==> src/rtl/coreaxitoahbl_rdbuf_drain_ctrl.sv <==
// Read-side drain sequencer for the AXI-to-AHBL buffer RAM: issues burst reads,
// absorbs the two-cycle RAM read latency in a 4-entry skid FIFO and streams beats out.
//   state   | meaning
//   S_IDLE  | waiting for a descriptor; the first read is issued on the accept edge
//   S_READ  | issuing the remaining reads, throttled by FIFO space
//   S_DRAIN | all reads issued, waiting for the last beat handshake
module coreaxitoahbl_rdbuf_drain_ctrl #(
  parameter int AXI_DWIDTH = 64,
  parameter int AXI_LWIDTH = 4
) (
  input  logic                  rdCLK,
  input  logic                  RESETN,
  input  logic                  desc_valid,
  output logic                  desc_ready,
  input  logic [AXI_LWIDTH-1:0] desc_addr,
  input  logic [7:0]            desc_len,
  input  logic                  abort,
  output logic [AXI_LWIDTH-1:0] rdAddr,
  input  logic [AXI_DWIDTH-1:0] rdData,
  output logic                  out_valid,
  input  logic                  out_ready,
  output logic [AXI_DWIDTH-1:0] out_data,
  output logic                  out_last,
  output logic                  busy,
  output logic                  done
);

  typedef enum logic [1:0] {
    S_IDLE  = 2'd0,
    S_READ  = 2'd1,
    S_DRAIN = 2'd2
  } state_t;

  state_t                state_q, state_d;
  logic                  init_q;
  logic [AXI_LWIDTH-1:0] rdaddr_q, rdaddr_d;
  logic [7:0]            beats_left_q, beats_left_d;
  logic [1:0]            inflight_q, inflight_d;
  logic                  p1_vld_q, p1_vld_d, p1_last_q, p1_last_d;
  logic                  p2_vld_q, p2_vld_d, p2_last_q, p2_last_d;
  logic [AXI_DWIDTH-1:0] fifo_data_q [4];
  logic [3:0]            fifo_last_q;
  logic [1:0]            wr_ptr_q, wr_ptr_d, rd_ptr_q, rd_ptr_d;
  logic [2:0]            count_q, count_d;
  logic                  done_q, done_d;

  logic accept, issue, issue_last, push, pop, flush, head_last, has_room;

  assign desc_ready = (state_q == S_IDLE) & init_q & ~abort;
  assign accept     = desc_valid & desc_ready;
  assign out_valid  = (count_q != 3'd0);
  assign pop        = out_valid & out_ready;
  assign head_last  = fifo_last_q[rd_ptr_q];
  // Space is reserved for every read still travelling through the RAM pipeline.
  assign has_room   = (4'(count_q) + 4'(inflight_q)) < 4'd4;

  assign rdAddr   = rdaddr_q;
  assign out_data = out_valid ? fifo_data_q[rd_ptr_q] : '0;
  assign out_last = out_valid & head_last;
  assign busy     = (state_q != S_IDLE);
  assign done     = done_q;

  always_comb begin
    state_d      = state_q;
    rdaddr_d     = rdaddr_q;
    beats_left_d = beats_left_q;
    issue        = 1'b0;
    issue_last   = 1'b0;
    done_d       = 1'b0;
    flush        = 1'b0;
    case (state_q)
      S_IDLE: begin
        if (accept) begin
          issue        = 1'b1;
          rdaddr_d     = desc_addr;
          beats_left_d = desc_len;
          issue_last   = (desc_len == 8'd0);
          state_d      = issue_last ? S_DRAIN : S_READ;
        end
      end
      S_READ: begin
        if (abort) begin
          flush   = 1'b1;
          state_d = S_IDLE;
        end else if (has_room) begin
          issue        = 1'b1;
          rdaddr_d     = rdaddr_q + AXI_LWIDTH'(1);
          beats_left_d = beats_left_q - 8'd1;
          issue_last   = (beats_left_q == 8'd1);
          if (issue_last) state_d = S_DRAIN;
        end
      end
      S_DRAIN: begin
        if (abort) begin
          flush   = 1'b1;
          state_d = S_IDLE;
        end else if (pop && head_last) begin
          done_d  = 1'b1;
          state_d = S_IDLE;
        end
      end
      default: state_d = S_IDLE;
    endcase
  end

  // Two-stage tag pipeline mirrors rdAddr register -> RAM address register.
  always_comb begin
    push      = p2_vld_q & ~flush;
    p1_vld_d  = issue;
    p1_last_d = issue_last;
    p2_vld_d  = p1_vld_q & ~flush;
    p2_last_d = p1_last_q;
    if (flush) begin
      inflight_d = 2'd0;
      wr_ptr_d   = 2'd0;
      rd_ptr_d   = 2'd0;
      count_d    = 3'd0;
    end else begin
      inflight_d = inflight_q + 2'(issue) - 2'(push);
      wr_ptr_d   = wr_ptr_q + 2'(push);
      rd_ptr_d   = rd_ptr_q + 2'(pop);
      count_d    = count_q + 3'(push) - 3'(pop);
    end
  end

  always_ff @(posedge rdCLK or negedge RESETN) begin
    if (!RESETN) begin
      state_q      <= S_IDLE;
      init_q       <= 1'b0;
      rdaddr_q     <= '0;
      beats_left_q <= 8'd0;
      inflight_q   <= 2'd0;
      p1_vld_q     <= 1'b0;
      p1_last_q    <= 1'b0;
      p2_vld_q     <= 1'b0;
      p2_last_q    <= 1'b0;
      wr_ptr_q     <= 2'd0;
      rd_ptr_q     <= 2'd0;
      count_q      <= 3'd0;
      fifo_last_q  <= 4'd0;
      done_q       <= 1'b0;
    end else begin
      state_q      <= state_d;
      init_q       <= 1'b1;
      rdaddr_q     <= rdaddr_d;
      beats_left_q <= beats_left_d;
      inflight_q   <= inflight_d;
      p1_vld_q     <= p1_vld_d;
      p1_last_q    <= p1_last_d;
      p2_vld_q     <= p2_vld_d;
      p2_last_q    <= p2_last_d;
      wr_ptr_q     <= wr_ptr_d;
      rd_ptr_q     <= rd_ptr_d;
      count_q      <= count_d;
      done_q       <= done_d;
      if (push) fifo_last_q[wr_ptr_q] <= p2_last_q;
    end
  end

  // Payload storage needs no reset: out_data is masked while the FIFO is empty.
  always_ff @(posedge rdCLK) begin
    if (push) fifo_data_q[wr_ptr_q] <= rdData;
  end

endmodule

==> config.mk <==
export PLATFORM = sky130hd
export DESIGN_NAME = coreaxitoahbl_rdbuf_drain_ctrl
export DESIGN_NICKNAME = d
export VERILOG_FILES = /design/src/rtl/coreaxitoahbl_rdbuf_drain_ctrl.sv
export SDC_FILE = /design/constraint.sdc
export NUM_CORES = 1
export LEC_CHECK = 0
export CORE_ASPECT_RATIO = 0.8
export CORE_MARGIN = 2
export CORE_UTILIZATION = 55
export CTS_CLUSTER_DIAMETER = 100
export DETAILED_ROUTE_END_ITERATION = 8
export GPL_TIMING_DRIVEN = 0
export PLACE_DENSITY = 0.8
export RECOVER_POWER = 25
export SYNTH_ARGS = -nofsm -noshare
export SYNTH_HDL_FRONTEND = slang
export SYNTH_SLANG_ARGS = --single-unit
==> constraint.sdc <==
create_clock -name rdCLK -period 7.6 [get_ports rdCLK]
set_clock_uncertainty 0.05 [all_clocks]
set_input_delay 1.52 -clock rdCLK [delete_from_list [all_inputs] [get_ports rdCLK]]
set_output_delay 1.52 -clock rdCLK [all_outputs]
set_load 0.01 [all_outputs]
==> results.md <==
- Die area: approximately 22000 um^2
- Net count after synthesis: 677
- Layout net count: around 870
- Maximum vdd drop: approximately 0.00025 V
- Number of synthesized flops with an enable pin: 256
- Top-Level Pins: between 150 and 200
- Class of the worst hold path: reg -> reg
- IO buf count: between 150 and 200
- DRC errors left: 0
- Mapped cell area: 11500 um^2
- Routed WL: approximately 23 mm
- Reg-to-Reg End: fifo_data_q[0][41]
- FMAX: 217 MHz
- Part of the power in registers: 0.386
- Reg2reg path depth: 11
- Period utilization: 0.607
- DIE WIDTH: roughly 170 um
- CTS tree: yes
- Worst setup margin: 2990 ps
- Slew Limit Fails: 34
- MaxCap Viol Count: 1
- Total Routing Usage GR: 0.218
- Die Span Y: about 130 um
- Seq/Total Area, Yosys: 0.743
- Global-route congestion overflow total: 0
- Total number of vias: ~6000
- Post-CTS Setup Inserts: 0
- Avg WL per Cell: about 22 um
- First-pass GRT wire length: about 36 mm
- DP HPWL: roughly 15 mm
- CTS Buf Count: 27
- Failing checks: capacitance limit, slew limit
- Post-CTS Resized: 0
- CTS Buffer Depth: 3
- Status: complete, but fails checks
- PnR Total Power: between 5 and 6 mW
- Final Hold Fails: 0
- Switching share of power: 0.294
- RSZ-0062 raised after global routing: no
- Initial antenna violation count: 2
- DR pass1 iterations: 7
- Relative slew margins: -0.207
- Mapped Cells: 582
- Placer Congestion: approximately 0.82
- Leak: roughly 4.8 nW
- Synth Flop Type: edfxtp_1
- Hold path depth: 0
- Critical path arrival: 3040 ps
- Detailed Route Iter0 Violations: about 580
- Power density cells: ~360 nW/um^2
- CTS hold repair buffers: 0
- Initial Util: 0.556
- Final setup viols: 0
- CP endpoint kind: primary output
- Rows: 47
- Core ar.: ~21000 um^2
- Vias per inst: 5.71
- Crit path max fanout: 10
- Synthesized flop and latch total: approximately 290
- H-tree depth: 1
- Reg-to-reg critical path startpoint: state_q[0]
- Clk root buf: clkbuf_16
- Count of different cell masters after synthesis: 45
- Number of global-route vias before repair: about 6500
- Internal reg-to-reg setup slack: about 4600 ps
- CP Class: reg -> out
- Warning count from the yosys run: 0
- CTS clk-pin slew, worst paths: around 60 ps
- Psw: 1.52 mW
- Min Tclk post-route: 4610 ps
- Source of the critical timing path: rd_ptr_q[1]
- Syn_area_per_cell: about 20 um^2
- Endpoint, Worst Hold: p2_last_q
- Post-DRT Antenna Nets: 0
- Largest net degree at the start of global routing: 49
- Crit start category: flip-flop
- Pint: approximately 3.7 mW
- Synth async-reset ratio: 0.114
- Skew-Pair Late Insertion Delay: ~530 ps
- Worst slack at placement: roughly 3200 ps
- Worst slew pin tran: around 1800 ps
- Hold wc startpoint: p1_last_q
- Share of cells above drive strength 1: 0.162
- WP data required: 6030 ps
- Logic pwr share: 0.368
- Clock power share: 0.246
- Synth-to-Final Area Change: 25.2%
- Clock Sinks: between 200 and 300
## layer usage
| layer | share of wire | up-vias | track usage | wire (um) |
|---|---|---|---|---|
| met5 | 0 | - | 0 | 0 |
| li1 | - | 2712 | - | - |
| met2 | 0.49 | 240 | 0.359 | 11500 |
| met4 | 0.021 | 0 | 0.0532 | 501 |
| met1 | 0.42 | 3105 | 0.306 | 9800 |
| met3 | 0.064 | 43 | 0.0414 | 1490 |
## how the worst max path moves through the flow
| stage | slack, ps | cells after the start | to |
|---|---|---|---|
| floorplan | 350 | 6 | fifo_last_q[0] |
| finish | 2990 | 5 | out_data[44] |
| CTS | 2910 | 5 | out_data[44] |
| detailed placement | 3170 | 3 | desc_ready |
| global route | 2840 | 5 | out_data[44] |
| global placement | -3850 | 7 | fifo_last_q[0] |
## cell usage after synthesis, drive strengths merged (2+ instances only)
library cell	n	share of area
xnor2	4	0.0031
and3b	2	0.0015
edfxtp	256	0.67
nand3	4	0.0017
nand3b	3	0.0020
nor2	8	0.0026
dfrtp	33	0.072
buf	10	0.0042
a21oi	10	0.0044
a221o	3	0.0026
o21ai	5	0.0022
nor4	3	0.0016
nand2b	3	0.0016
nand2	7	0.0023
nor3b	2	0.0013
o32ai	2	0.0015
xor2	2	0.0015
and2	75	0.041
mux2	5	0.0049
inv	14	0.0046
clkbuf	15	0.0049
a211oi	2	0.0013
mux2i	3	0.0026
and3	5	0.0027
o22ai	3	0.0016
nor3	3	0.0013
a311oi	2	0.0015
a31oi	3	0.0016
o31ai	2	0.0013
nor2b	3	0.0016
ha	13	0.014
mux4	65	0.13
## state kept, by name, indices dropped and copies added, names as in the netlist
signal        cells
fifo_data_q     256
beats_left_q      8
fifo_last_q       4
rdAddr            4
count_q           3
inflight_q        2
rd_ptr_q          2
state_q           2
wr_ptr_q          2
done              1
init_q            1
p1_last_q         1
p1_vld_q          1
p2_last_q         1
p2_vld_q          1
## per-stage QoR
stage | hold slack, ps | setup TNS [ps] | area [um^2] | util | std cells
after detailed placement | 300 | 0 | 13500 | 0.655 | 1014
after floorplan | 281 | 0 | 11500 | - | 582
after CTS | 300 | 0 | 14300 | 0.696 | 1064
after global routing | 314 | 0 | 14300 | 0.696 | 1064
after global placement | 293 | -220960 | 13300 | 0.647 | 1004
final | 297 | 0 | 14300 | 0.697 | 1068
## kinds of logic after synthesis
group | synth area share
adder cells (fa/ha/maj) | 0.0160
other | 0.000327
flip-flops | 0.743
XOR/XNOR | 0.00459
AND/OR/NAND/NOR | 0.0642
buffers and inverters | 0.0140
multiplexers | 0.135
AO/OA/AOI/OAI | 0.0222
## worst max-delay path: stages (launching register included)
cell	delay (ps)
dfrtp_1	370
clkbuf_1	480
clkbuf_1	570
mux4_2	430
and2_1	180
clkdlybuf4s50_1	480
## final cells by class
cell class | instances | area [um^2]
flip-flops and latches | 289 | 8510
inverters | 15 | 61.3
well taps | 269 | 337
diodes | 4 | 10.0
fillers | 1330 | 6240
clock inverters | 14 | 92.6
repair buffers | 163 | 1680
multi-input cells | 253 | 2790
plain buffers | 25 | 104
clock buffers | 36 | 749
## cell usage in the layout, fill, tap and decap left out, types with 4 or more instances in the layout
master           count
a21oi_1             10
and2_1              75
and3_1               4
buf_2                8
buf_6                6
clkbuf_1            21
clkbuf_16           27
clkbuf_8             4
clkdlybuf4s50_1    118
clkinv_1            10
dfrtp_1             33
diode_2              4
dlygate4sd3_1       34
edfxtp_1           256
ha_1                13
inv_1               12
mux2_2               5
mux4_2              65
nand2_1              7
nand3_1              4
nor2_1               8
o21ai_0              5
xnor2_1              4
## power groups by stage
stage	Sequential (mW)	Combinational (mW)	Clock (mW)
final	2.00	1.90	1.27
after global routing	2.01	2.06	1.35
after CTS	2.00	1.93	1.30
after detailed placement	2.03	1.91	0
after global placement	2.04	1.84	0
after floorplan	2.02	1.06	0
(Power assumes the default switching activity.)
